### src/rtl/traffic_phase_ctrl.sv
// Round-robin multi-approach traffic-light sequencer with an internal tick prescaler.
// Define TRAFFIC_PED_EN to add the pedestrian request input, walk lamp and WALK phase.
module traffic_phase_ctrl #(
   parameter int NUM_DIR   = 2,
   parameter int TICK_DIV  = 50_000_000,
   parameter int CNT_W     = 4,
   parameter int T_RED_CLR = 1,
   parameter int T_GREEN   = 4,
   parameter int T_YELLOW  = 2,
   parameter int T_WALK    = 3,
   localparam int DW       = (NUM_DIR > 1) ? $clog2(NUM_DIR) : 1
) (
   input  logic               clk,
   input  logic               reset,
   input  logic               enable,
   output logic [NUM_DIR-1:0] red,
   output logic [NUM_DIR-1:0] yellow,
   output logic [NUM_DIR-1:0] green,
   output logic [DW-1:0]      active_dir,
   output logic               phase_done
`ifdef TRAFFIC_PED_EN
   ,
   input  logic               ped_req,
   output logic               walk
`endif
);
   localparam int PW = (TICK_DIV > 1) ? $clog2(TICK_DIV) : 1;

   typedef enum logic [1:0] {
      S_ALL_RED = 2'd0,
      S_GREEN   = 2'd1,
      S_YELLOW  = 2'd2,
      S_WALK    = 2'd3
   } state_t;

   state_t             r_state;
   logic [DW-1:0]      r_dir;
   logic [CNT_W-1:0]   r_timer;
   logic [PW-1:0]      r_presc;
   logic [NUM_DIR-1:0] r_red;
   logic [NUM_DIR-1:0] r_yellow;
   logic [NUM_DIR-1:0] r_green;
   logic               r_phase_done;
`ifdef TRAFFIC_PED_EN
   logic               r_ped;
   logic               r_walk;
`endif

   logic               w_tick;
   logic               w_illegal;
   logic               w_trans;
   logic               w_ped_pending;
   logic [CNT_W-1:0]   w_last;
   state_t             w_next_state;
   logic [DW-1:0]      w_next_dir;
   logic [NUM_DIR-1:0] w_next_sel;

`ifdef TRAFFIC_PED_EN
   assign w_ped_pending = r_ped;
`else
   assign w_ped_pending = 1'b0;
`endif

   assign w_tick = enable && (r_presc == PW'(TICK_DIV - 1));

   always_comb begin
      // NOTE: every combinational output gets a default first, so no path can infer a latch.
      w_last = '0;
      case (r_state)
         S_ALL_RED: w_last = CNT_W'(T_RED_CLR - 1);
         S_GREEN:   w_last = CNT_W'(T_GREEN - 1);
         S_YELLOW:  w_last = CNT_W'(T_YELLOW - 1);
         S_WALK:    w_last = CNT_W'(T_WALK - 1);
         default:   w_last = '0;
      endcase
   end

   always_comb begin
      w_illegal    = 1'b0;
      w_next_state = S_ALL_RED;
      w_next_dir   = r_dir;
      case (r_state)
         S_ALL_RED: w_next_state = w_ped_pending ? S_WALK : S_GREEN;
         S_GREEN:   w_next_state = S_YELLOW;
         S_YELLOW: begin
            w_next_state = S_ALL_RED;
            w_next_dir   = (r_dir == DW'(NUM_DIR - 1)) ? '0 : r_dir + 1'b1;
         end
`ifdef TRAFFIC_PED_EN
         S_WALK:    w_next_state = S_GREEN;
`endif
         // An unreachable encoding falls back to all-red clearance on the next enabled edge.
         default:   w_illegal = 1'b1;
      endcase
   end

   assign w_trans    = enable && (w_illegal || (w_tick && (r_timer == w_last)));
   assign w_next_sel = {{(NUM_DIR-1){1'b0}}, 1'b1} << w_next_dir;

   // Single FSM process: lamps are computed from the next state so they change on the transition edge.
   always_ff @(posedge clk) begin
      // NOTE: sequential state is only ever written with non-blocking assignments.
      if (reset) begin
         r_state      <= S_ALL_RED;
         r_dir        <= '0;
         r_timer      <= '0;
         r_presc      <= '0;
         r_red        <= '1;
         r_yellow     <= '0;
         r_green      <= '0;
         r_phase_done <= 1'b0;
`ifdef TRAFFIC_PED_EN
         r_ped        <= 1'b0;
         r_walk       <= 1'b0;
`endif
      end else if (enable) begin
         r_presc      <= w_tick ? '0 : r_presc + 1'b1;
         r_phase_done <= w_trans;
         if (w_trans) begin
            r_state  <= w_next_state;
            r_dir    <= w_next_dir;
            r_timer  <= '0;
            r_red    <= (w_next_state == S_GREEN || w_next_state == S_YELLOW) ? ~w_next_sel : '1;
            r_green  <= (w_next_state == S_GREEN)  ? w_next_sel : '0;
            r_yellow <= (w_next_state == S_YELLOW) ? w_next_sel : '0;
         end else if (w_tick) begin
            r_timer  <= r_timer + 1'b1;
         end
`ifdef TRAFFIC_PED_EN
         // Entering WALK consumes the latched request; a press on that same cycle is kept.
         r_ped <= (r_ped && !(w_trans && w_next_state == S_WALK)) || ped_req;
         if (w_trans) r_walk <= (w_next_state == S_WALK);
`endif
      end else begin
         r_phase_done <= 1'b0;
      end
   end

   assign red        = r_red;
   assign yellow     = r_yellow;
   assign green      = r_green;
   assign active_dir = r_dir;
   assign phase_done = r_phase_done;
`ifdef TRAFFIC_PED_EN
   assign walk       = r_walk;
`endif

endmodule

### config.mk
export PLATFORM = sky130hd
export DESIGN_NAME = traffic_phase_ctrl
export DESIGN_NICKNAME = d
export VERILOG_FILES = /design/src/rtl/traffic_phase_ctrl.sv
export SDC_FILE = /design/constraint.sdc
export NUM_CORES = 1
export LEC_CHECK = 0
export BUFFER_PORTS_ARGS = -buffer_cell sky130_fd_sc_hd__clkbuf_2
export CAP_MARGIN = 20
export CELL_PAD_IN_SITES_DETAIL_PLACEMENT = 2
export CELL_PAD_IN_SITES_GLOBAL_PLACEMENT = 2
export CORE_ASPECT_RATIO = 0.7
export CORE_MARGIN = 5
export CORE_UTILIZATION = 35
export CTS_BUF_LIST = sky130_fd_sc_hd__clkbuf_2 sky130_fd_sc_hd__clkbuf_4 sky130_fd_sc_hd__clkbuf_8
export CTS_CLUSTER_SIZE = 14
export DETAILED_ROUTE_END_ITERATION = 16
export PLACE_DENSITY_LB_ADDON = 0.1
export SYNTH_ARGS = -nofsm -noshare
export SYNTH_HDL_FRONTEND = slang
export SYNTH_SLANG_ARGS = --single-unit
### constraint.sdc
create_clock -name clk -period 5.4 [get_ports clk]
set_input_delay 0 -clock clk [delete_from_list [all_inputs] [get_ports clk]]
set_output_delay 0 -clock clk [all_outputs]
set_load 0.02 [all_outputs]
==> impl_metrics.toml <==
[status]
outcome = "completed"

[global_routing]
grt_max_degree = 24
grt_pass1_wl_mm = 8.901
overflow = 0
antenna_found_initial = 0
grt_pass1_vias = 1756
grt_util_all_layers_pct = 15.30

[clock_network]
clock_tree.buffer_depth = 2
numCtsBuffers = 5
clkLatencyLatePin_ns = 0.28
cts_setup_buffers = 0
cts_resized = 0
root_buffer = "clkbuf_8"
holdBufCountCts = 0
path_clk_slew_ns = 0.07
cts_tree = "built"
h-tree-depth = 2
cts_sinks = 40

[critical_path]
crit_type = "reg2reg"
endpoint_kind = "flop"
r2r_slack_ns = 2.93
crit_required_ns = 5.61
r2r_end = "r_timer[0]"
cp_max_fo = 9
worstPathArrival_ns = 2.68
crit_start = "r_state[0]"
reg2regPathDepth = 7
crit_end = "r_timer[0]"
timing.rr.start = "r_state[0]"
worstSetupStartpointType = "flop"

[placed_design]
port_buffers = 10
place_congestion = 0.7627
dp_hpwl_mm = 4.002
placed_cell_area_um2 = 2105
dp_cells = 308

[pwr]
irDropWorstVdd_mv = 0.1292
power_density_nw_per_um2 = 229.4
leakage_nw = 0.7453

[finish]
fillers = 672
area.growth.synth_to_final_pct = 9.119
antenna_cells = 0
drive_gt1_share_pct = 10.83
instances_no_fill = 315
fin_util_pct = 38.75
fin_area_um2 = 2186
nNetsFinal = 250

[timing]
setup_viol = 0
max_clock_freq_mhz = 404.7
drv_slew = 0
holdWs_ns = 0.1534
finalSetupTns_ns = 0
rsz0062_at_grt = "no"
tightest_slew_ns = 0.9229
finalCritPeriodShare_pct = 45.75
maxSlewHeadroom_pct = 38.47
hold_violations = 0
clock_skew_ns = 0.004551
min_period_ns = 2.471

[floorplan]
pin_count = 11
num_rows = 23
dieArea_um2 = 7360
core-area_um2 = 5640
die_h_um = 73.30
die_x_um = 100.4
start_util_pct = 35.51

[drt]
drtIter0Drc = 63
drt-total-wl_mm = 5.225
dr.pass1.iters = 4
viasPerCell = 5.346
wire_per_inst_um = 16.59
vias = 1684
drc_errors = 0
drtAntennaViolNets = 0

[logic_synthesis]
syn_inst = 230
async_reset_ff_share_pct = 0
synthTopCellsByCount = "40 x dfxtp_1, 35 x nor2_1, 19 x nand2_1"
synth_cell_types = 41
syn_avg_cell_area_um2 = 8.709
synth-seq-area-share_pct = 39.98
synth_top_area_share_pct = 39.98
yosysMostFrequentCell = "dfxtp_1"
synth_nets = 240
ys.flop_type = "dfxtp_1"
synth_edf_count = 0
ys_top_cells_by_area = "dfxtp_1 40%, xnor2_1 7.4%, nor2_1 6.6%"
ys_warn_count = 0
netlist_area_um2 = 2003
yosys.area.top_type = "dfxtp_1"
ys_seq_elements = 40

[job]
drv_cap = 0

[worst_hold_path]
min_path_type = "in2reg"
==> area by class of cell <==
type | instances | area, um2 | share of cell area, %
clock buffer | 6 | 76.32 | 3.492
multi-input combinational | 176 | 1134 | 51.86
clock inverter | 1 | 5.005 | 0.2290
timing repair buffer | 10 | 50.05 | 2.290
inverter | 7 | 26.28 | 1.202
sequential | 40 | 800.8 | 36.63
tap | 75 | 93.84 | 4.293
==> per-stage QoR <==
step / total power, mW / worst slack, ns
finish: 0.5015 / 2.929
global route: 0.5298 / 2.716
CTS: 0.5104 / 2.901
detailed placement: 0.3167 / 2.936
global placement: 0.3160 / 3.010
floorplan: 0.3133 / 3.413
==> report_power, final <==
group | switching (mW) | leakage, nW | internal (mW) | total, mW
combinational | 0.00903 | 0.378 | 0.00297 | 0.0120
sequential | 0.00145 | 0.322 | 0.296 | 0.297
clock | 0.0991 | 0.0445 | 0.0929 | 0.192
==> cells by family after synthesis <==
| kind of cell | after synthesis | synth area share, % |
|---|---|---|
| compound gates | 29 | 8.932 |
| xor+xnor | 27 | 11.80 |
| fa+ha+maj | 7 | 4.372 |
| buf+inv | 14 | 3.436 |
| flops | 40 | 39.98 |
| mux | 2 | 0.9994 |
| simple gates | 111 | 30.48 |
==> worst max-delay path, cell delays in order (launching register included) <==
cell and delay (ns):
dfxtp_1 0.45, inv_1 0.12, ha_1 0.32, xnor2_1 0.17, a31oi_1 0.64, nand2_1 0.21
or3_1 0.36, a21oi_1 0.14
==> worst min-delay path by stage <==
| stage | start | endpoint | cells past startpoint |
|---|---|---|---|
| 2_1_floorplan | reset | r_timer[3] | 3 |
| 3_3_place_gp | phase_done | phase_done | 1 |
| 3_5_place_dp | phase_done | phase_done | 1 |
| 4_1_cts | enable | r_presc[0] | 3 |
| 5_1_grt | enable | r_presc[0] | 3 |
| 6_report | enable | r_presc[0] | 3 |
==> cell usage in the layout (no fill, tap or decap), types with 2 or more instances in the layout <==
cell	netlist	final
a21oi_1	9	9
a31oi_1	3	3
and3_1	3	3
and4_1	2	2
clkbuf_2	0	10
clkbuf_8	0	5
dfxtp_1	40	40
ha_1	7	7
inv_1	7	7
mux2i_1	2	2
nand2_1	19	19
nand2b_1	4	4
nand3_1	9	9
nand4_1	9	9
nand4_4	2	2
nor2_1	35	35
nor2b_1	2	2
nor3_1	7	7
nor4_1	5	5
o21ai_0	8	8
o31ai_1	2	2
o41ai_1	2	2
or3_1	4	4
or4_1	2	2
xnor2_1	17	17
xor2_1	10	10
==> layer usage <==
metal  wire, um  global-route usage (%)  part of all wire (%)
met2       2208                   22.98                    42
met5          0                       0                     0
met3        107                   3.416                   2.0
met4         40                   2.691                  0.77
met1       2869                   22.65                    55
==> flip-flops by register name (all words and copies together), names as in the netlist <==
| signal | flops |
|---|---|
| active_dir | 1 |
| r_presc | 26 |
| r_state | 2 |
| phase_done | 1 |
| r_timer | 4 |
| red | 2 |
| yellow | 2 |
| green | 2 |
Power figures use the tool's default switching activity.
